### src/rtl/fixed_p_div_pkg.sv
// fixed_p_div_pkg: shared FSM state type and counter sizing for the fixed-point divider.
package fixed_p_div_pkg;
  typedef enum logic [1:0] {IDLE, RUN, DONE} div_state_t;
  function automatic int cnt_w(input int w, input int f);
    return $clog2(w + f + 1);
  endfunction
endpackage

### src/rtl/fixed_p_div_step.sv
// fixed_p_div_step: one combinational restoring-division iteration, MSB first.
module fixed_p_div_step #(
  parameter int width = 32
) (
  input  logic [width:0]   rem_i,
  input  logic [width-1:0] divisor_i,
  input  logic             bit_i,
  output logic [width:0]   rem_o,
  output logic             q_o
);
  logic [width+1:0] sh;
  assign sh = {rem_i, bit_i};
  assign q_o = sh >= {2'b00, divisor_i};
  assign rem_o = (width+1)'(q_o ? sh - {2'b00, divisor_i} : sh);
endmodule

### src/rtl/fixed_p_std_div_pipe.sv
// fixed_p_std_div_pipe: sequential Q(int.fract) divider, (left << fract_width) / right, go/done handshake.
// Define FIXED_P_DIV_SATURATE_EN to saturate the quotient to all-ones on overflow.
module fixed_p_std_div_pipe
  import fixed_p_div_pkg::*;
#(
  parameter int width       = 32,
  parameter int int_width   = 8,
  parameter int fract_width = 24
) (
  input  logic             clk,
  input  logic             reset,
  input  logic             go,
  input  logic [width-1:0] left,
  input  logic [width-1:0] right,
  output logic [width-1:0] out_quotient,
  output logic [width-1:0] out_remainder,
  output logic             done
);
  localparam int K  = width + fract_width;
  localparam int CW = cnt_w(width, fract_width);
`ifdef FIXED_P_DIV_SATURATE_EN
  localparam bit SAT = 1'b1;
`else
  localparam bit SAT = 1'b0;
`endif
  if (int_width + fract_width != width) begin : g_cfg_err
    $error("fixed_p_std_div_pipe: int_width + fract_width must equal width");
  end
  div_state_t       state_q, state_d;
  logic [CW-1:0]    cnt_q, cnt_d;
  logic [K-1:0]     dvd_q, dvd_d, quot_q, quot_d, full;
  logic [width-1:0] dvs_q, dvs_d, left_q, left_d, oq_q, oq_d, or_q, or_d;
  logic [width:0]   rem_q, rem_d, rem_n;
  logic             dz_q, dz_d, q_bit, ov;
  fixed_p_div_step #(.width(width)) u_step (
    .rem_i    (rem_q),
    .divisor_i(dvs_q),
    .bit_i    (dvd_q[K-1]),
    .rem_o    (rem_n),
    .q_o      (q_bit)
  );
  assign full = K'({quot_q, q_bit});
  assign ov = |full[K-1:width];
  always_comb begin
    state_d = state_q;
    cnt_d   = cnt_q;
    dvd_d   = dvd_q;
    quot_d  = quot_q;
    dvs_d   = dvs_q;
    left_d  = left_q;
    dz_d    = dz_q;
    rem_d   = rem_q;
    oq_d    = oq_q;
    or_d    = or_q;
    unique case (state_q)
      IDLE: if (go) begin
        state_d = RUN;
        dvd_d   = {left, {fract_width{1'b0}}};
        dvs_d   = right;
        left_d  = left;
        dz_d    = right == '0;
        rem_d   = '0;
        quot_d  = '0;
        cnt_d   = CW'(K);
      end
      RUN: begin
        rem_d  = rem_n;
        quot_d = full;
        dvd_d  = dvd_q << 1;
        cnt_d  = cnt_q - CW'(1);
        if (cnt_q == CW'(1)) begin
          state_d = DONE;
          oq_d    = (dz_q || (SAT && ov)) ? '1 : full[width-1:0];
          or_d    = dz_q ? left_q : rem_n[width-1:0];
        end
      end
      default: state_d = IDLE;
    endcase
  end
  always_ff @(posedge clk) begin
    if (reset) begin
      state_q <= IDLE;
      cnt_q   <= '0;
      dvd_q   <= '0;
      quot_q  <= '0;
      dvs_q   <= '0;
      left_q  <= '0;
      dz_q    <= 1'b0;
      rem_q   <= '0;
      oq_q    <= '0;
      or_q    <= '0;
    end else begin
      state_q <= state_d;
      cnt_q   <= cnt_d;
      dvd_q   <= dvd_d;
      quot_q  <= quot_d;
      dvs_q   <= dvs_d;
      left_q  <= left_d;
      dz_q    <= dz_d;
      rem_q   <= rem_d;
      oq_q    <= oq_d;
      or_q    <= or_d;
    end
  end
  assign out_quotient  = oq_q;
  assign out_remainder = or_q;
  assign done          = state_q == DONE;
endmodule

### config.mk
export PLATFORM = sky130hd
export DESIGN_NAME = fixed_p_std_div_pipe
export DESIGN_NICKNAME = d
export VERILOG_FILES = /design/src/rtl/fixed_p_div_pkg.sv /design/src/rtl/fixed_p_div_step.sv /design/src/rtl/fixed_p_std_div_pipe.sv
export SDC_FILE = /design/constraint.sdc
export NUM_CORES = 1
export LEC_CHECK = 0
export BUFFER_PORTS_ARGS = -buffer_cell sky130_fd_sc_hd__buf_2
export CAP_MARGIN = 10
export CORE_MARGIN = 2
export CORE_UTILIZATION = 55
export CTS_BUF_LIST = sky130_fd_sc_hd__clkbuf_4 sky130_fd_sc_hd__clkbuf_8 sky130_fd_sc_hd__clkbuf_16
export DETAILED_ROUTE_END_ITERATION = 8
export MAX_ROUTING_LAYER = met4
export PLACE_DENSITY_LB_ADDON = 0.05
export SETUP_SLACK_MARGIN = 0.2
export SYNTH_ARGS = -nofsm -noshare
export SYNTH_HDL_FRONTEND = slang
export SYNTH_SLANG_ARGS = --single-unit
export TNS_END_PERCENT = 1
### constraint.sdc
create_clock -name clk -period 7.1 [get_ports clk]
set_input_delay 1.42 -clock clk [delete_from_list [all_inputs] [get_ports clk]]
set_output_delay 1.42 -clock clk [all_outputs]
set_load 0.005 [all_outputs]
# Yosys cells after proc, flatten, opt, wreduce, memory -nomap -nowiden
# Cells that the tools add are included.
[totals]
regBits = 257
inputBits = 67
elab_cells = 39
[op_classes]
add_sub_neg = 2
n_lt_le_gt_ge = 1
eq_ne = 5
n_mux = 14
n_reduce_logical = 7
[ops]
columns = ["op", "count"]
rows = [
  ["$pmux 56 s2", 1],
  ["$mux 33", 2],
  ["$pmux 33 s2", 1],
  ["$mux 32", 2],
  ["$pmux 31 s2", 1],
  ["$mux 56", 1],
  ["$ge 34x32->1", 1],
  ["$sub 33x32->33", 1],
  ["$logic_not 32->1", 1],
  ["$mux 31", 1],
  ["$pmux 6 s2", 1],
  ["$reduce_and 2->1", 4],
  ["$eq 6x1->1 const B", 1],
  ["$mux 6", 1],
  ["$sub 6x1->6 const B", 1],
  ["$mux 2", 2],
  ["$ne 2x2->1 const B", 2],
  ["$pmux 2 s2", 1],
  ["$eq 2x1->1 const B", 1],
  ["$eq 2x2->1 const B", 1],
  ["$logic_not 2->1", 1],
  ["$reduce_bool 2->1", 1],
]

# Logic depth before layout (Yosys ltp)
[depth]
depth_word = 3
depth_mapped = 16
mapped_depth_nobuf = 15

# By module
# A second synthesis with hierarchy kept.
[hier_totals]
hier_cells = 1414
hier_area_um2 = 11279.6
[by_module_without_submodules]
columns = ["module", "n_inst", "cells_per_inst", "area_per_inst_um2"]
rows = [
  ["fixed_p_std_div_pipe", 1, 1068, 9088.7],
  ["fixed_p_div_step", 1, 346, 2190.9],
]

# Least setup slack after synthesis
# No wires, ideal clock.
[synth_timing]
kind = "register -> register"
startpoint = "reg dvd_q[55]"
endpoint = "reg or_q[19] (netlist: out_remainder[19])"
setup_ns = 0.132
arrival_time_ns = 2.873
t_required_ns = 6.968
path_slack_ns = 4.095
stages_incl_launch_ff = 16
path_cell_list = "dfxtp_1 inv_1 ha_1 inv_1 fa_1 a211oi_2 o21a_1 nor2_1 o311ai_1 o31a_1 o41ai_2 a21oi_2 buf_6 nor2_1 a2111oi_0 nor3_1"
[synth_between]
elab_chain_len = 3
elab_cells_between_ends = 4
[synth_rtl]
columns = ["element", "line_no", "source"]
rows = [
  ["start: declaration", "fixed_p_std_div_pipe.sv:31", "logic [K-1:0] dvd_q, dvd_d, quot_q, quot_d, full;"],
  ["start signal: assignment", "fixed_p_std_div_pipe.sv:95", "dvd_q <= dvd_d;"],
  ["$sub 33x32->33 / $ge 34x32->1 (equally long branches)", "fixed_p_div_step.sv:14, fixed_p_div_step.sv:13", ""],
  ["$mux 33 (*)", "fixed_p_div_step.sv:14", "assign rem_o = (width+1)'(q_o ? sh - {2'b00, divisor_i} : sh);"],
  ["$mux 32 (*)", "fixed_p_std_div_pipe.sv:74", "or_d = dz_q ? left_q : rem_n[width-1:0];"],
  ["end signal: assignment", "fixed_p_std_div_pipe.sv:102", "or_q <= or_d;"],
  ["end: declaration", "fixed_p_std_div_pipe.sv:32", "logic [width-1:0] dvs_q, dvs_d, left_q, left_d, oq_q, oq_d, or_q, or_d;"],
]
# Every way passes the cells marked *; elsewhere a longest branch is shown, timed or not.
# A chain may end at the register's enable or synchronous reset.

# Worst setup path after layout
[layout_timing]
startpoint = "reg dvd_q[55]"
endpoint = "reg or_q[8] (netlist: out_remainder[8])"
# Same word-level chain as after synthesis.

==> impl_metrics.env <==
export IMPL_crit_required_ns=7.45
export IMPL_core_area_um2=19500
export IMPL_antenna_left=0
export IMPL_clk_pin_slew_ns=0.06
export IMPL_path_buf_inv=2
export IMPL_final_cell_mix="nand2_1, dfxtp_1, a21oi_1, buf_2, nor2_1"
export IMPL_cts_sinks=233
export IMPL_cts_resized_gates=0
export IMPL_p_leak_nw=5.02
export IMPL_grt_max_degree=88
export IMPL_irDropWorstVdd_uv=263
export IMPL_grt_pass1_vias=9319
export IMPL_die_area_um2=21100
export IMPL_drive_gt1_share_pct=15.0
export IMPL_track_usage_pct=27.4
export IMPL_hold_path_class="register to register"
export IMPL_dp_hpwl_um=19500
export IMPL_fillers=1831
export IMPL_fin_skew_ns=0.0105
export IMPL_start_kind="register"
export IMPL_ys_async_sr_fraction_pct=0
export IMPL_synth_main_ff_cell="dfxtp_1"
export IMPL_wl_um=28800
export IMPL_syn_nets=1518
export IMPL_cp_common_cell="inv_1"
export IMPL_grt_first_pass_wirelength_um=47300
export IMPL_clk_latency_ns=0.51
export IMPL_synth_top_area_cell="dfxtp_1"
export IMPL_place_congestion=0.939
export IMPL_synth_warnings=0
export IMPL_power_density_nw_per_um2=371
export IMPL_hold_ws_ns=0.449
export IMPL_seqCellArea_um2=4670
export IMPL_cpLargestDelayFamily="compound AO/OA/AOI/OAI gates"
export IMPL_slew_headroom_pct=31.0
export IMPL_maxSlewViolCount=0
export IMPL_drv_cap=0
export IMPL_finalHoldViolCount=0
export IMPL_placed_cell_area_um2=11600
export IMPL_rows=51
export IMPL_crit_type="register to register"
export IMPL_numCtsBuffers=25
export IMPL_p_switching_mw=1.72
export IMPL_swShare_pct=37.0
export IMPL_mostFrequentLayoutCell="nand2_1"
export IMPL_synthDistinctLibCells=77
export IMPL_cts_htree_levels=1
export IMPL_synthTopCellsByArea="dfxtp_1, nand2_1, a21oi_1, ha_1, nor3_1"
export IMPL_cp_slowest_stage_delay_ns=0.45
export IMPL_clkPwrFrac_pct=29.0
export IMPL_cts_tree="yes"
export IMPL_synth_edf_count=0
export IMPL_drt_iter0_drc=644
export IMPL_routedWlPerCell_um=16.3
export IMPL_seq_area_frac_synth_pct=42.5
export IMPL_post_cts_setup_buffers=0
export IMPL_drt_vias_per_instance=5.65
export IMPL_final_area_um2=12500
export IMPL_setup_viol=0
export IMPL_hold_buffers=0
export IMPL_fin_crit_sh_pct=50.3
export IMPL_syn_to_final_growth_pct=13.9
export IMPL_syn_cell_area_um2=11000
export IMPL_rsz0062_at_grt="no"
export IMPL_status="finished, final reports clean"
export IMPL_start_util_pct=56.2
export IMPL_synth_top_area_share_pct=42.5
export IMPL_end_kind="register"
export IMPL_route_vias_total=9969
export IMPL_placement_io_buffers=131
export IMPL_pwr_share_comb_pct=39.2
export IMPL_fmax_mhz=280
export IMPL_multi_input_area_um2=5730
export IMPL_overflow=0
export IMPL_cts_root_buffer="clkbuf_16"
export IMPL_slowest_stage="a21o_2"
export IMPL_finalSetupTns_ns=0
export IMPL_num_antenna_cells=0
export IMPL_ys_ff_latch=233
export IMPL_firstDrtPassIters=5
export IMPL_worst_slew_pin_slew_ns=1.03
export IMPL_die_width_um=145
export IMPL_clock_path_buffers=3
export IMPL_antenna_found_initial=0
export IMPL_nets=1584
export IMPL_p_seq_share_pct=31.8
export IMPL_die_h_um=145
export IMPL_drc_errors=0
export IMPL_period_needed_ns=3.57
export IMPL_synthCells=1416
export IMPL_cp_arrival_ns=3.92
export IMPL_syn_avg_cell_area_um2=7.75
export IMPL_intPower_mw=2.92
export IMPL_crit_fanout=22
export IMPL_path_cells="inv_1, ha_1, inv_1, fa_1, a211oi_2, o21a_1, nor2_1, o311ai_1, o31a_1, o41ai_2, a21o_2, mux2_1, o211ai_1, a21oi_1"
export IMPL_io_pins=132
-- power by group through the flow --
stage | logic [mW] | clock network, mW | registers, mW
global route | 2.01 | 1.42 | 1.48
floorplan | 1.44 | 0 | 1.47
global placement | 1.79 | 0 | 1.50
CTS | 1.81 | 1.36 | 1.47
finish | 1.82 | 1.35 | 1.48
detailed placement | 1.80 | 0 | 1.50
-- final timing paths --
check / startpoint / end / slack [ns] / depth (start not counted)
setup / recovery: dvd_q[55] / out_remainder[8] / 3.53 / 14
hold / removal: out_remainder[13] / out_remainder[13] / 0.45 / 2
setup reg to reg: dvd_q[55] / out_remainder[8] / 3.53 / 14
hold reg to reg: out_remainder[13] / out_remainder[13] / 0.45 / 2
-- sequential cells by signal, summed over array words and instances, names as in the netlist --
register and flops:
left_q 32, dvd_q 32, dvs_q 32, dz_q 1, quot_q 31, out_quotient 32
rem_q 33, state_q 2, out_remainder 32, cnt_q 6
-- synthesized netlist by cell type (all sizes together), types with 5 or more instances --
master  number
or3          5
nor3        76
and2         5
dfxtp      233
a31oi       46
nand2      308
nand2b      13
xor2        12
buf         17
nand3       54
o21a         5
ha          34
xnor2       16
nand4        5
a311oi       5
or2          5
inv         43
mux2i       14
clkbuf      85
nor4        12
o21ai       43
o21bai       7
nor2        99
a211oi      17
a21o        17
a21oi      172
o211ai      20
nor2b        6
-- per-stage QoR --
step | power [mW] | instances | worst slack (ns) | util, %
floorplan | 2.92 | 1416 | 4.10 | -
CTS | 4.65 | 1765 | 3.52 | 64.0
global placement | 3.30 | 1720 | 3.63 | 59.6
global route | 4.91 | 1765 | 3.06 | 64.0
detailed placement | 3.30 | 1720 | 3.56 | 59.6
finish | 4.64 | 1765 | 3.53 | 64.0
-- worst reg2reg max path, delay by kind of cell, from the launching register on --
family,cells,cell delay [ns]
muxes,1,0.42
DFF,1,0.32
and+or+nand+nor,1,0.06
adders and majority gates,2,0.58
AOI/OAI and AO/OA,8,1.90
buffers and inverters,2,0.11
-- area by class of cell --
| cell class | count | share of cell area (%) |
|---|---|---|
| Tap cell | 265 | 2.65 |
| Clock buffer | 35 | 5.86 |
| Sequential cell | 233 | 37.3 |
| Clock inverter | 10 | 1.05 |
| Multi-Input combinational cell | 1036 | 45.8 |
| Inverter | 44 | 1.32 |
| Timing Repair Buffer | 142 | 5.96 |
-- logic make-up after synthesis --
kind of cell	count (synthesis)	synth area share [%]
AO/OA/AOI/OAI	358	20.3
XOR/XNOR	28	2.24
adder cells (fa/ha/maj)	35	4.06
buffers and inverters	147	5.57
flip-flops	233	42.5
multiplexers	15	1.38
AND/OR/NAND/NOR	600	23.9
-- metal layers --
layer | routed length [um] | track usage [%]
met1 | 12900 | 35.2
met2 | 13800 | 46.3
met3 | 1280 | 2.83
met4 | 846 | 7.65
met5 | 0 | -
No activity file was read; power rests on OpenSTA's default activity.
